File: src/rtl/div_pkg.sv
// Shared types and default width for the sequential restoring divider.
package div_pkg;

    typedef enum logic [1:0] {
        IDLE     = 2'd0,
        SHIFT    = 2'd1,
        SUBTRACT = 2'd2,
        DONE     = 2'd3
    } state_t;

    localparam int DIV_N = 4;

endpackage

File: src/rtl/div_regs.sv
// Divider register file: partial remainder R, quotient/dividend Q, divisor D,
// plus the trial subtractor and restore mux.
module div_regs
    import div_pkg::*;
#(
    parameter int N = DIV_N
) (
    input  logic         clk,
    input  logic         reset,
    input  logic         load_i,
    input  logic         shift_i,
    input  logic         sub_i,
    input  logic         loadz_i,
    input  logic [N-1:0] dividend_i,
    input  logic [N-1:0] divisor_i,
    output logic [N-1:0] quot_o,
    output logic [N-1:0] rem_o
);

    logic [N:0]   r_q, r_d;
    logic [N-1:0] q_q, q_d;
    logic [N-1:0] d_q, d_d;
    logic [N:0]   diff;

    always_comb begin
        r_d  = r_q;
        q_d  = q_q;
        d_d  = d_q;
        diff = r_q - {1'b0, d_q};
        if (loadz_i) begin
            r_d = {1'b0, dividend_i};
            q_d = '1;
            d_d = divisor_i;
        end else if (load_i) begin
            r_d = '0;
            q_d = dividend_i;
            d_d = divisor_i;
        end else if (shift_i) begin
            {r_d, q_d} = {r_q, q_q} << 1;
        end else if (sub_i && !diff[N]) begin
            // Trial subtraction did not borrow: keep it and set the quotient bit.
            r_d    = diff;
            q_d[0] = 1'b1;
        end
    end

    always_ff @(posedge clk) begin
        if (reset) begin
            r_q <= '0;
            q_q <= '0;
            d_q <= '0;
        end else begin
            r_q <= r_d;
            q_q <= q_d;
            d_q <= d_d;
        end
    end

    assign quot_o = q_q;
    assign rem_o  = r_q[N-1:0];

endmodule

File: src/rtl/seq_divider.sv
// Sequential restoring divider: FSM, iteration counter and handshake flags
// driving the div_regs datapath, one quotient bit per SHIFT/SUBTRACT pair.
module seq_divider
    import div_pkg::*;
#(
    parameter int N = DIV_N
) (
    input  logic         clk,
    input  logic         reset,
    input  logic         start,
    input  logic [N-1:0] dividend,
    input  logic [N-1:0] divisor,
    output logic         busy,
    output logic         done,
    output logic         dbz,
    output logic [N-1:0] quotient,
    output logic [N-1:0] remainder
);

    localparam int CW = $clog2(N + 1);

    state_t        state_q, state_d;
    logic [CW-1:0] cnt_q, cnt_d;
    logic          dbz_q, dbz_d;
    logic          busy_q, done_q;
    logic          load, shift_en, sub_en, loadz;

    always_comb begin
        state_d  = state_q;
        cnt_d    = cnt_q;
        dbz_d    = dbz_q;
        load     = 1'b0;
        shift_en = 1'b0;
        sub_en   = 1'b0;
        loadz    = 1'b0;
        case (state_q)
            IDLE: begin
                if (start) begin
                    dbz_d = 1'b0;
                    if (divisor == '0) begin
                        loadz   = 1'b1;
                        dbz_d   = 1'b1;
                        state_d = DONE;
                    end else begin
                        load    = 1'b1;
                        cnt_d   = CW'(N);
                        state_d = SHIFT;
                    end
                end
            end
            SHIFT: begin
                shift_en = 1'b1;
                state_d  = SUBTRACT;
            end
            SUBTRACT: begin
                sub_en  = 1'b1;
                cnt_d   = cnt_q - 1'b1;
                state_d = (cnt_q == CW'(1)) ? DONE : SHIFT;
            end
            DONE: begin
                state_d = IDLE;
            end
            default: begin
                state_d = IDLE;
            end
        endcase
    end

    // busy/done are registered from the next state so they align with it.
    always_ff @(posedge clk) begin
        if (reset) begin
            state_q <= IDLE;
            cnt_q   <= '0;
            dbz_q   <= 1'b0;
            busy_q  <= 1'b0;
            done_q  <= 1'b0;
        end else begin
            state_q <= state_d;
            cnt_q   <= cnt_d;
            dbz_q   <= dbz_d;
            busy_q  <= (state_d == SHIFT) || (state_d == SUBTRACT);
            done_q  <= (state_d == DONE);
        end
    end

    div_regs #(.N(N)) u_regs (
        .clk        (clk),
        .reset      (reset),
        .load_i     (load),
        .shift_i    (shift_en),
        .sub_i      (sub_en),
        .loadz_i    (loadz),
        .dividend_i (dividend),
        .divisor_i  (divisor),
        .quot_o     (quotient),
        .rem_o      (remainder)
    );

    assign busy = busy_q;
    assign done = done_q;
    assign dbz  = dbz_q;

endmodule

File: config.mk
export PLATFORM = sky130hd
export DESIGN_NAME = seq_divider
export DESIGN_NICKNAME = d
export VERILOG_FILES = /design/src/rtl/div_pkg.sv /design/src/rtl/div_regs.sv /design/src/rtl/seq_divider.sv
export SDC_FILE = /design/constraint.sdc
export NUM_CORES = 1
export LEC_CHECK = 0
export BUFFER_PORTS_ARGS = -buffer_cell sky130_fd_sc_hd__buf_2
export CAP_MARGIN = 20
export CORE_AREA = 2 2 55 57
export DETAILED_ROUTE_END_ITERATION = 8
export DIE_AREA = 0 0 57 59
export GPL_ROUTABILITY_DRIVEN = 0
export GPL_TIMING_DRIVEN = 0
export PLACE_DENSITY = 0.69
export SYNTH_ARGS = -nofsm -noshare
export SYNTH_HDL_FRONTEND = slang
export SYNTH_SLANG_ARGS = --single-unit
File: constraint.sdc
create_clock -name clk -period 2 [get_ports clk]
set_input_delay 0.1 -clock clk [delete_from_list [all_inputs] [get_ports clk]]
set_output_delay 0.1 -clock clk [all_outputs]
set_load 0.02 [all_outputs]
==> results.yml, run 1 <==
outcome:
  run_status: "complete, no violations"
synth:
  netlist_instances: 143
  sequential_element_share_of_the_synthesized_area_pct: 33.6
  netlist.area_leader.share_pct: 33.6
  post_synth.cell_area_avg_um2: 8.74
  synth-async-reset-ratio_pct: 0
  netlist_top_cells_area: "sky130_fd_sc_hd__dfxtp_1, sky130_fd_sc_hd__ha_1, sky130_fd_sc_hd__nand2_1, sky130_fd_sc_hd__a21oi_1, sky130_fd_sc_hd__inv_1"
  ff_latch_count_synth: 21
  count_of_flip_flops_with_a_built_in_enable_after_synthesis: 0
  syn-num-nets: 162
  synthesis.yosys.warnings: 0
  netlist_area_um2: 1250
  synth.distinct_cells: 48
  synth_ff_type: "sky130_fd_sc_hd__dfxtp_1"
  netlist.top_cell.by_area: "sky130_fd_sc_hd__dfxtp_1"
cts:
  cts_tree: "built"
  cts_num_sinks: 21
  clk_root_buffer_cell: "sky130_fd_sc_hd__clkbuf_4"
  worst_skew_pair.late_latency_ns: 0.31
  numCtsBuffers: 3
  post_cts_hold_buffer_count: 0
  max-clock-path-buffers: 2
  clk_transition_reported_paths_ns: 0.12
  h-tree-depth: 1
placed_design:
  dp_hpwl_um: 2250
  port_buffers: 20
  pre_cts_ws_ns: -0.161
  place_inst: 194
  post_dp_cell_area_um2: 1390
hold_path:
  hold_depth: 3
  hold-path-endpoint: "u_regs.d_q[2]"
  hold_start: "divisor[2]"
  hold_path.class: "in2reg"
timing:
  setup_violations: 0
  hold_viol: 0
  hold_ws_ns: 0.0402
  final_max_slew_viol_count: 0
  fin_skew_ns: 0.00223
  shortest_clock_period_the_worst_path_allows_after_layout_ns: 1.98
  timing.max_slew.rel_slack_pct: 60.4
  layout_setup_ws_ns: 0.0162
  fmaxAchievable_mhz: 504
  post-route-period-util_pct: 99.2
  unrepaired_setup_endpoints_after_global_routing: "true"
  tightest_slew_ns: 0.593
layout:
  antenna_cells_inserted: 0
  layout-drive-gt1-share_pct: 33.7
  post_layout_nonfiller_instances: 203
  final_design_area_excluding_fillers_um2: 1510
  layout-area-overhead-vs-synth_pct: 20.5
  design.final.nets: 192
  most_frequent_cells_in_the_layout: "sky130_fd_sc_hd__buf_2, sky130_fd_sc_hd__nand2_1, sky130_fd_sc_hd__dfxtp_1"
  commonest_non_fill_non_tap_cell_in_the_layout: "sky130_fd_sc_hd__buf_2"
grt:
  first_global_vias: 1097
  grt_pass1_wl_um: 5090
  grt.total_usage_pct: 19.6
  grt_antenna_before_repair: 0
  grtUsageMet2_pct: 34.3
  largest_net_degree_at_the_start_of_global_routing: 13
  met1_usage_pct: 23.4
  global_route_track_usage_on_met3_pct: 5.24
  grt_most_used_layer: "met2"
  gr-total-overflow: 0
setup_path:
  cp-start-kind: "flop"
  worstPathMaxFanout: 5
  crit-reg2reg-launch: "u_regs.r_q[0]"
  reg2reg_to: "u_regs.r_q[3]"
  cp.arrival_ns: 2.20
  worstSetupPathType: "reg2reg"
  regToRegSetupSlack_ns: 0.02
  critical_path.endpoint_type: "flop"
  worst_ep_required_time_ns: 2.22
  timing.reg2reg.worst_path_depth: 8
floorplanning:
  rows: 19
  dieArea_um2: 3360
  initial_standard_cell_utilization_of_the_core_pct: 46.1
  die_y_um: 59
  boundaryPins: 22
  placeableCoreArea_um2: 2710
  dieWidth_um: 57
power_and_ir_drop:
  power.density_nw_per_um2: 708
  ir_worst_vdd_uv: 642
  power.static_leakage_nw: 0.641
drt:
  dr.pass1.iters: 4
  detailedRoute.firstIterationViolations: 25
  antenna_left: 0
  num_vias: 1126
  routed_via_density: 5.55
  drt-wirelength-per-cell_um: 14.8
  finalWirelength_um: 3010
  route.detailed.drc: 0
flow_run:
  maxCapViolCount: 0
## worst max-delay path, cell delays in order (launching register included)
cell and delay [ns]:
sky130_fd_sc_hd__dfxtp_2 0.35, sky130_fd_sc_hd__inv_2 0.06, sky130_fd_sc_hd__ha_4 0.14, sky130_fd_sc_hd__inv_2 0.03, sky130_fd_sc_hd__fa_2 0.36, sky130_fd_sc_hd__a21oi_4 0.16
sky130_fd_sc_hd__mux2_4 0.33, sky130_fd_sc_hd__or2_4 0.28, sky130_fd_sc_hd__a41o_1 0.18
## Yosys cell counts, types with 2 or more instances
master,n
sky130_fd_sc_hd__a311oi_1,3
sky130_fd_sc_hd__dfxtp_1,21
sky130_fd_sc_hd__inv_1,12
sky130_fd_sc_hd__o31ai_1,3
sky130_fd_sc_hd__o21bai_1,2
sky130_fd_sc_hd__ha_1,7
sky130_fd_sc_hd__clkbuf_1,2
sky130_fd_sc_hd__a31oi_1,2
sky130_fd_sc_hd__nor4bb_1,2
sky130_fd_sc_hd__and2_1,2
sky130_fd_sc_hd__o21ai_0,3
sky130_fd_sc_hd__nand2_1,19
sky130_fd_sc_hd__nor2_1,10
sky130_fd_sc_hd__o211ai_1,2
sky130_fd_sc_hd__nor2b_1,2
sky130_fd_sc_hd__nand2b_1,3
sky130_fd_sc_hd__a21oi_1,12
sky130_fd_sc_hd__buf_6,3
sky130_fd_sc_hd__buf_4,4
## power breakdown
group | switching [mW] | internal, mW
combinational | 0.198 | 0.173
clock | 0.135 | 0.0749
sequential | 0.0312 | 0.455
## logic make-up (layout without fill, tap and decap cells)
| family | after synthesis | count (layout) | share of synthesized area, % |
|---|---|---|---|
| muxes | 3 | 3 | 2.90 |
| and+or+nand+nor | 50 | 50 | 22.7 |
| adders and majority gates | 8 | 8 | 8.61 |
| AOI/OAI and AO/OA | 38 | 38 | 21.0 |
| buffers and inverters | 22 | 51 | 10.4 |
| DFF | 21 | 21 | 33.6 |
| xor gates and xnor gates | 1 | 1 | 0.701 |
## timing repair
item | CTS | global route
setup buffers | 4 | 1
gates resized for setup | 7 | 5
pin swaps | 5 | 5
endpoints found under the setup margin | 5 | 5
## metrics by stage
stage | total power [mW] | utilization (%) | TNS, ns
after floorplan | 0.734 | - | 0
after global placement | 0.810 | 51.4 | -0.394
after detailed placement | 0.823 | 51.4 | -0.508
after CTS | 1.05 | 54.2 | -0.0557
after global routing | 1.13 | 55.6 | -0.161
final | 1.07 | 55.6 | 0
## area by class of cell
type | instances | area (µm²)
Fill cell | 264 | 1200
Multi-Input combinational cell | 100 | 749
Sequential cell | 21 | 423
Timing Repair Buffer | 25 | 138
Buffer | 10 | 85.1
Inverter | 12 | 45.0
Tap cell | 31 | 38.8
Clock buffer | 3 | 22.5
Clock inverter | 1 | 5.00
## layer usage
layer | wire length (µm) | vias up | share of wire [%]
li1 | - | 559 | -
met1 | 1260 | 533 | 42
met2 | 1550 | 27 | 51
met3 | 157 | 7 | 5.2
met4 | 49 | 0 | 1.6
met5 | 0 | - | 0
## flip-flops by register name (all words and copies together) (netlist names)
signal / count
busy: 1
u_regs.quot_o: 4
dbz: 1
u_regs.d_q: 4
u_regs.r_q: 5
state_q: 2
done: 1
cnt_q: 3
## how the worst max path moves through the flow
stage / to / start / slack (ns)
3_5_place_dp: u_regs.quot_o[0] / u_regs.r_q[0] / -0.16
3_3_place_gp: u_regs.r_q[3] / u_regs.r_q[0] / -0.14
4_1_cts: u_regs.r_q[3] / u_regs.r_q[0] / -0.06
2_1_floorplan: u_regs.r_q[3] / u_regs.r_q[0] / 0.01
5_1_grt: u_regs.r_q[2] / u_regs.r_q[0] / -0.05
6_report: u_regs.r_q[3] / u_regs.r_q[0] / 0.02
Note: power is estimated with default switching activity, not from simulation.
==> inputs of run 2 (changes only) <==
GPL_TIMING_DRIVEN = 1   (was 0)
==> run 2 against run 1 <==
Final cell count down 3.9%. Sequential share of layout area increased by 1.8 points. Global-route usage decreased by 1.4 points. Hold slack worse by 0.0040 ns. Clock skew grew 0.0015 ns. Routed wire length decreased by 4.3%. Design area fell by 6.1%. Non-clock buffer count down 8. Critical path depth unchanged. First-iteration DRC count up 40%. Sequential cell count did not move. Highest routed layer unchanged.
==> results.yml, run 2 (synthesis results as in run 1) <==
timing:
  final_max_slew_viol_count: 0
  unrepaired_setup_endpoints_after_global_routing: "true"
  fmaxAchievable_mhz: 502
  fin_skew_ns: 0.00369
  tightest_slew_ns: 0.632
  post-route-period-util_pct: 99.6
  shortest_clock_period_the_worst_path_allows_after_layout_ns: 1.99
  hold_viol: 0
  setup_violations: 0
  timing.max_slew.rel_slack_pct: 57.3
setup_path:
  cp-start-kind: "flop"
  crit-reg2reg-launch: "u_regs.r_q[0]"
  buf_inv_stages_crit_path: 2
  worst_path_max_delay_cell: "sky130_fd_sc_hd__fa_2"
  regToRegSetupSlack_ns: 0.008
  worstSetupPathType: "reg2reg"
  worst_ep_required_time_ns: 2.22
  worstPathMaxFanout: 5
  reg2reg_to: "u_regs.quot_o[0]"
  critical_path.endpoint_type: "flop"
  cp_common_cell: "sky130_fd_sc_hd__inv_2"
  delay_heaviest_family_cp: "adder cells"
  cp.arrival_ns: 2.21
  timing.reg2reg.worst_path_depth: 8
  crit_chain: "inv_2 > ha_4 > inv_2 > fa_2 > a21oi_4 > mux2_4 > or2_4 > o21a_1"
  timing.critical_path.slowest_cell_delay_ns: 0.36
cts:
  h-tree-depth: 1
  clk_transition_reported_paths_ns: 0.12
  cts_tree: "built"
  numCtsBuffers: 3
  worst_skew_pair.late_latency_ns: 0.31
  cts_num_sinks: 21
  max-clock-path-buffers: 2
  clk_root_buffer_cell: "sky130_fd_sc_hd__clkbuf_4"
drt:
  antenna_left: 0
  drt-wirelength-per-cell_um: 14.8
  dr.pass1.iters: 4
  finalWirelength_um: 2880
  num_vias: 1095
  routed_via_density: 5.62
  route.detailed.drc: 0
  detailedRoute.firstIterationViolations: 35
power_and_ir_drop:
  pwr-share-comb_pct: 32.5
  switchingPower_mw: 0.350
  intPower_mw: 0.680
  switching_part_of_the_total_pct: 34.0
  power.density_nw_per_um2: 728
  clock_share_of_power_pct: 20.3
  seqPwrFrac_pct: 47.2
  power.static_leakage_nw: 0.599
  ir_worst_vdd_uv: 671
grt:
  grt_pass1_wl_um: 4770
  met1_usage_pct: 24.0
  grt_antenna_before_repair: 0
  largest_net_degree_at_the_start_of_global_routing: 18
  grtUsageMet2_pct: 29.2
  grt_most_used_layer: "met2"
  grt.total_usage_pct: 18.2
  first_global_vias: 1102
  gr-total-overflow: 0
  global_route_track_usage_on_met3_pct: 5.46
floorplanning:
  die_y_um: 59
  dieWidth_um: 57
  rows: 19
  placeableCoreArea_um2: 2710
  dieArea_um2: 3360
  boundaryPins: 22
  initial_standard_cell_utilization_of_the_core_pct: 46.1
layout:
  most_frequent_cells_in_the_layout: "sky130_fd_sc_hd__buf_2, sky130_fd_sc_hd__nand2_1, sky130_fd_sc_hd__dfxtp_1"
  final_core_utilization_pct: 52.2
  multi_input_comb_area_um2: 731
  largest_register_ffs: 5
  filler_cell_count: 281
  antenna_cells_inserted: 0
  design.final.nets: 184
  layout-drive-gt1-share_pct: 30.5
  post_layout_nonfiller_instances: 195
  max_flop_register: "u_regs.r_q"
  commonest_non_fill_non_tap_cell_in_the_layout: "sky130_fd_sc_hd__buf_2"
  layout-area-overhead-vs-synth_pct: 13.2
  seqCellArea_um2: 423
outcome:
  run_status: "complete, no violations"
hold_path:
  hold_path.class: "in2reg"
  hold-path-endpoint: "u_regs.d_q[3]"
  hold_depth: 3
  hold_start: "divisor[3]"
placed_design:
  port_buffers: 21
  place_inst: 189
  dp_hpwl_um: 2190
flow_run:
  maxCapViolCount: 0
## run 2: area by class of cell
type	instances	area share [%]
clock inverter	1	0.354
multi-input combinational	100	51.6
tap	31	2.74
timing repair buffer	27	10.6
sequential	21	29.9
clock buffer	3	1.59
inverter	12	3.18
## run 2: repair_timing
| action | in CTS | in global routing |
|---|---|---|
| hold buffers | 0 | 0 |
| endpoints found under the setup margin | 5 | 5 |
| buffers inserted | 1 | 1 |
| pin swaps | 2 | 1 |
| gates cloned | 0 | 0 |
| gates resized for setup | 8 | 1 |
## run 2: per-layer routing
layer	part of all wire [%]	wire length [µm]
met1	46	1310
met2	49	1400
met3	4.0	114
met4	1.7	50
met5	0	0
## run 2: how the worst max path moves through the flow
stage	startpoint	end	slack (ns)	depth (start not counted)
after global placement	u_regs.r_q[0]	u_regs.r_q[3]	-0.004	8
after global routing	u_regs.r_q[0]	u_regs.quot_o[0]	-0.03	8
after detailed placement	u_regs.r_q[0]	u_regs.r_q[3]	-0.09	8
final	u_regs.r_q[0]	u_regs.quot_o[0]	0.008	8
after CTS	u_regs.r_q[0]	u_regs.r_q[3]	0.002	8
after floorplan	u_regs.r_q[0]	u_regs.r_q[3]	0.01	8
## run 2: metrics by stage
step | setup slack [ns] | hold WS (ns) | cell area (µm²) | TNS (ns) | total power, mW
finish | 0.00818 | 0.0362 | 1420 | 0 | 1.03
global route | -0.0305 | 0.0425 | 1420 | -0.118 | 1.09
CTS | 0.00157 | 0.0388 | 1400 | 0 | 1.03
global placement | -0.00359 | 0.369 | 1340 | -0.00359 | 0.798
detailed placement | -0.0934 | 0.376 | 1340 | -0.199 | 0.807
floorplan | 0.0114 | 0.236 | 1250 | 0 | 0.734
## run 2: tightest hold or removal path: stages
cell and delay [ns]:
sky130_fd_sc_hd__buf_2 0.11, sky130_fd_sc_hd__nand2_1 0.05, sky130_fd_sc_hd__a21oi_1 0.05
## run 2: power by group through the flow
| stage | clock [mW] | sequential [mW] | combinational [mW] |
|---|---|---|---|
| floorplan | 0 | 0.501 | 0.234 |
| global route | 0.229 | 0.492 | 0.373 |
| finish | 0.209 | 0.487 | 0.335 |
| CTS | 0.216 | 0.487 | 0.327 |
| global placement | 0 | 0.492 | 0.306 |
| detailed placement | 0 | 0.494 | 0.312 |
==> inputs of run 3 (changes only) <==
CORE_AREA = 4 4 70 72   (was 2 2 55 57)
DIE_AREA = 0 0 74 76   (was 0 0 57 59)
PLACE_DENSITY = 0.49   (was 0.69)
==> run 3 against run 2 <==
Utilization shrank 17 points. Combinational power grew 7.2%. Critical path type unchanged. Clock power grew 35%. Routed wire length grew 3.2%. Critical endpoint is now u_regs.r_q[3].
==> results.yml, run 3 (synthesis results as in run 1) <==
outcome:
  run_status: "complete, no violations"
drt:
  dr.pass1.iters: 4
  route.detailed.drc: 0
  drt-wirelength-per-cell_um: 13.6
  finalWirelength_um: 2970
  antenna_left: 0
  detailedRoute.firstIterationViolations: 45
  num_vias: 1060
  routed_via_density: 4.84
cts:
  clk_transition_reported_paths_ns: 0.08
  max-clock-path-buffers: 2
  cts_num_sinks: 21
  h-tree-depth: 1
  worst_skew_pair.late_latency_ns: 0.26
  clk_root_buffer_cell: "sky130_fd_sc_hd__clkbuf_8"
  post_cts_hold_buffer_count: 0
  cts_tree: "built"
  numCtsBuffers: 3
hold_path:
  hold_start: "divisor[3]"
  hold_path.class: "in2reg"
setup_path:
  worstSetupPathType: "reg2reg"
  crit-reg2reg-launch: "u_regs.r_q[0]"
  crit_path_start: "u_regs.r_q[0]"
  critical_path.endpoint_type: "flop"
  cp-start-kind: "flop"
  regToRegSetupSlack_ns: 0.03
  worstPathMaxFanout: 5
  cp.arrival_ns: 2.12
  worst_ep_required_time_ns: 2.16
floorplanning:
  placeableCoreArea_um2: 4290
  dieArea_um2: 5620
  die_y_um: 76
  rows: 24
  dieWidth_um: 74
  boundaryPins: 22
  initial_standard_cell_utilization_of_the_core_pct: 29.1
timing:
  final_max_slew_viol_count: 0
  unrepaired_setup_endpoints_after_global_routing: "true"
  timing.max_slew.rel_slack_pct: 63.4
  shortest_clock_period_the_worst_path_allows_after_layout_ns: 1.97
  layout_setup_ws_ns: 0.0317
  post-route-period-util_pct: 98.4
  fmaxAchievable_mhz: 508
  tightest_slew_ns: 0.542
  fin_skew_ns: 0.00439
  setup_violations: 0
  hold_viol: 0
grt:
  largest_net_degree_at_the_start_of_global_routing: 18
  grt_antenna_before_repair: 0
  grt.total_usage_pct: 11.2
  first_global_vias: 1096
  grt_pass1_wl_um: 5070
  gr-total-overflow: 0
layout:
  final_design_area_excluding_fillers_um2: 1520
  antenna_cells_inserted: 0
  layout-area-overhead-vs-synth_pct: 21.5
  commonest_non_fill_non_tap_cell_in_the_layout: "sky130_fd_sc_hd__buf_2"
  final_core_utilization_pct: 35.4
  design.final.nets: 187
  most_frequent_cells_in_the_layout: "sky130_fd_sc_hd__buf_2, sky130_fd_sc_hd__nand2_1, sky130_fd_sc_hd__dfxtp_1"
  largest_register_ffs: 5
  layout-drive-gt1-share_pct: 32.9
  filler_cell_count: 459
  max_flop_register: "u_regs.r_q"
  post_layout_nonfiller_instances: 219
power_and_ir_drop:
  total_power_mw: 1.13
  intPower_mw: 0.759
  seqPwrFrac_pct: 43.1
  pwr-share-comb_pct: 31.8
  power.density_nw_per_um2: 742
  ir_worst_vdd_uv: 378
  clock_share_of_power_pct: 25.0
  switchingPower_mw: 0.368
  switching_part_of_the_total_pct: 32.7
  power.static_leakage_nw: 0.628
placed_design:
  post_dp_cell_area_um2: 1380
  port_buffers: 21
  place_inst: 212
  dp_hpwl_um: 2360
  pre_cts_ws_ns: -0.107
flow_run:
  maxCapViolCount: 0
run 3: cell count changes in the layout (fill, tap and decap cells not counted), sizes merged:
cell and delta:
buf +3
run 3: power by group through the flow:
stage	Combinational (mW)	Clock [mW]	Sequential, mW
CTS	0.336	0.293	0.487
floorplan	0.234	0	0.501
global route	0.398	0.313	0.492
detailed placement	0.314	0	0.495
global placement	0.312	0	0.494
finish	0.359	0.282	0.486
run 3: per-stage QoR:
step	hold WS, ns	setup TNS (ns)
finish	0.0994	0
detailed placement	0.378	-0.372
global placement	0.374	-0.0371
floorplan	0.236	0
CTS	0.0919	-0.0170
global route	0.0953	-0.114
run 3: path summary, 6_finish.rpt:
| check | end | depth (start not counted) |
|---|---|---|
| max | u_regs.r_q[3] | 8 |
| min | u_regs.d_q[3] | 3 |
| max reg2reg | u_regs.r_q[3] | 8 |
| min reg2reg | u_regs.d_q[3] | 2 |
run 3: area by class of cell:
type	count	area (µm²)	area share, %
Sequential cell	21	423	27.8
Inverter	12	45.0	2.97
Clock inverter	1	5.00	0.329
Clock buffer	3	41.3	2.72
Tap cell	52	65.1	4.28
Timing Repair Buffer	30	173	11.4
Multi-Input combinational cell	100	767	50.5
run 3: routing by layer:
| layer | wire (µm) | global-route usage (%) | vias to the layer above |
|---|---|---|---|
| met5 | 0 | 0 | - |
| met4 | 44 | 4.89 | 0 |
| met3 | 96 | 1.32 | 2 |
| met2 | 1450 | 18.0 | 14 |
| met1 | 1380 | 14.7 | 499 |
| li1 | - | - | 545 |
run 3: timing repair:
item	CTS	global route
pin swaps	4	3
hold endpoints to repair	0	0
setup buffers	2	1
gates resized for setup	9	5
setup endpoints to repair	5	5
cloned	0	0
run 3: worst max-delay path, cell delays in order (launching register included):
cell	delay (ns)
sky130_fd_sc_hd__dfxtp_2	0.33
sky130_fd_sc_hd__inv_2	0.06
sky130_fd_sc_hd__ha_4	0.13
sky130_fd_sc_hd__inv_2	0.03
sky130_fd_sc_hd__fa_2	0.36
sky130_fd_sc_hd__a21oi_4	0.17
sky130_fd_sc_hd__mux2_4	0.34
sky130_fd_sc_hd__or2_4	0.26
sky130_fd_sc_hd__a41o_1	0.18
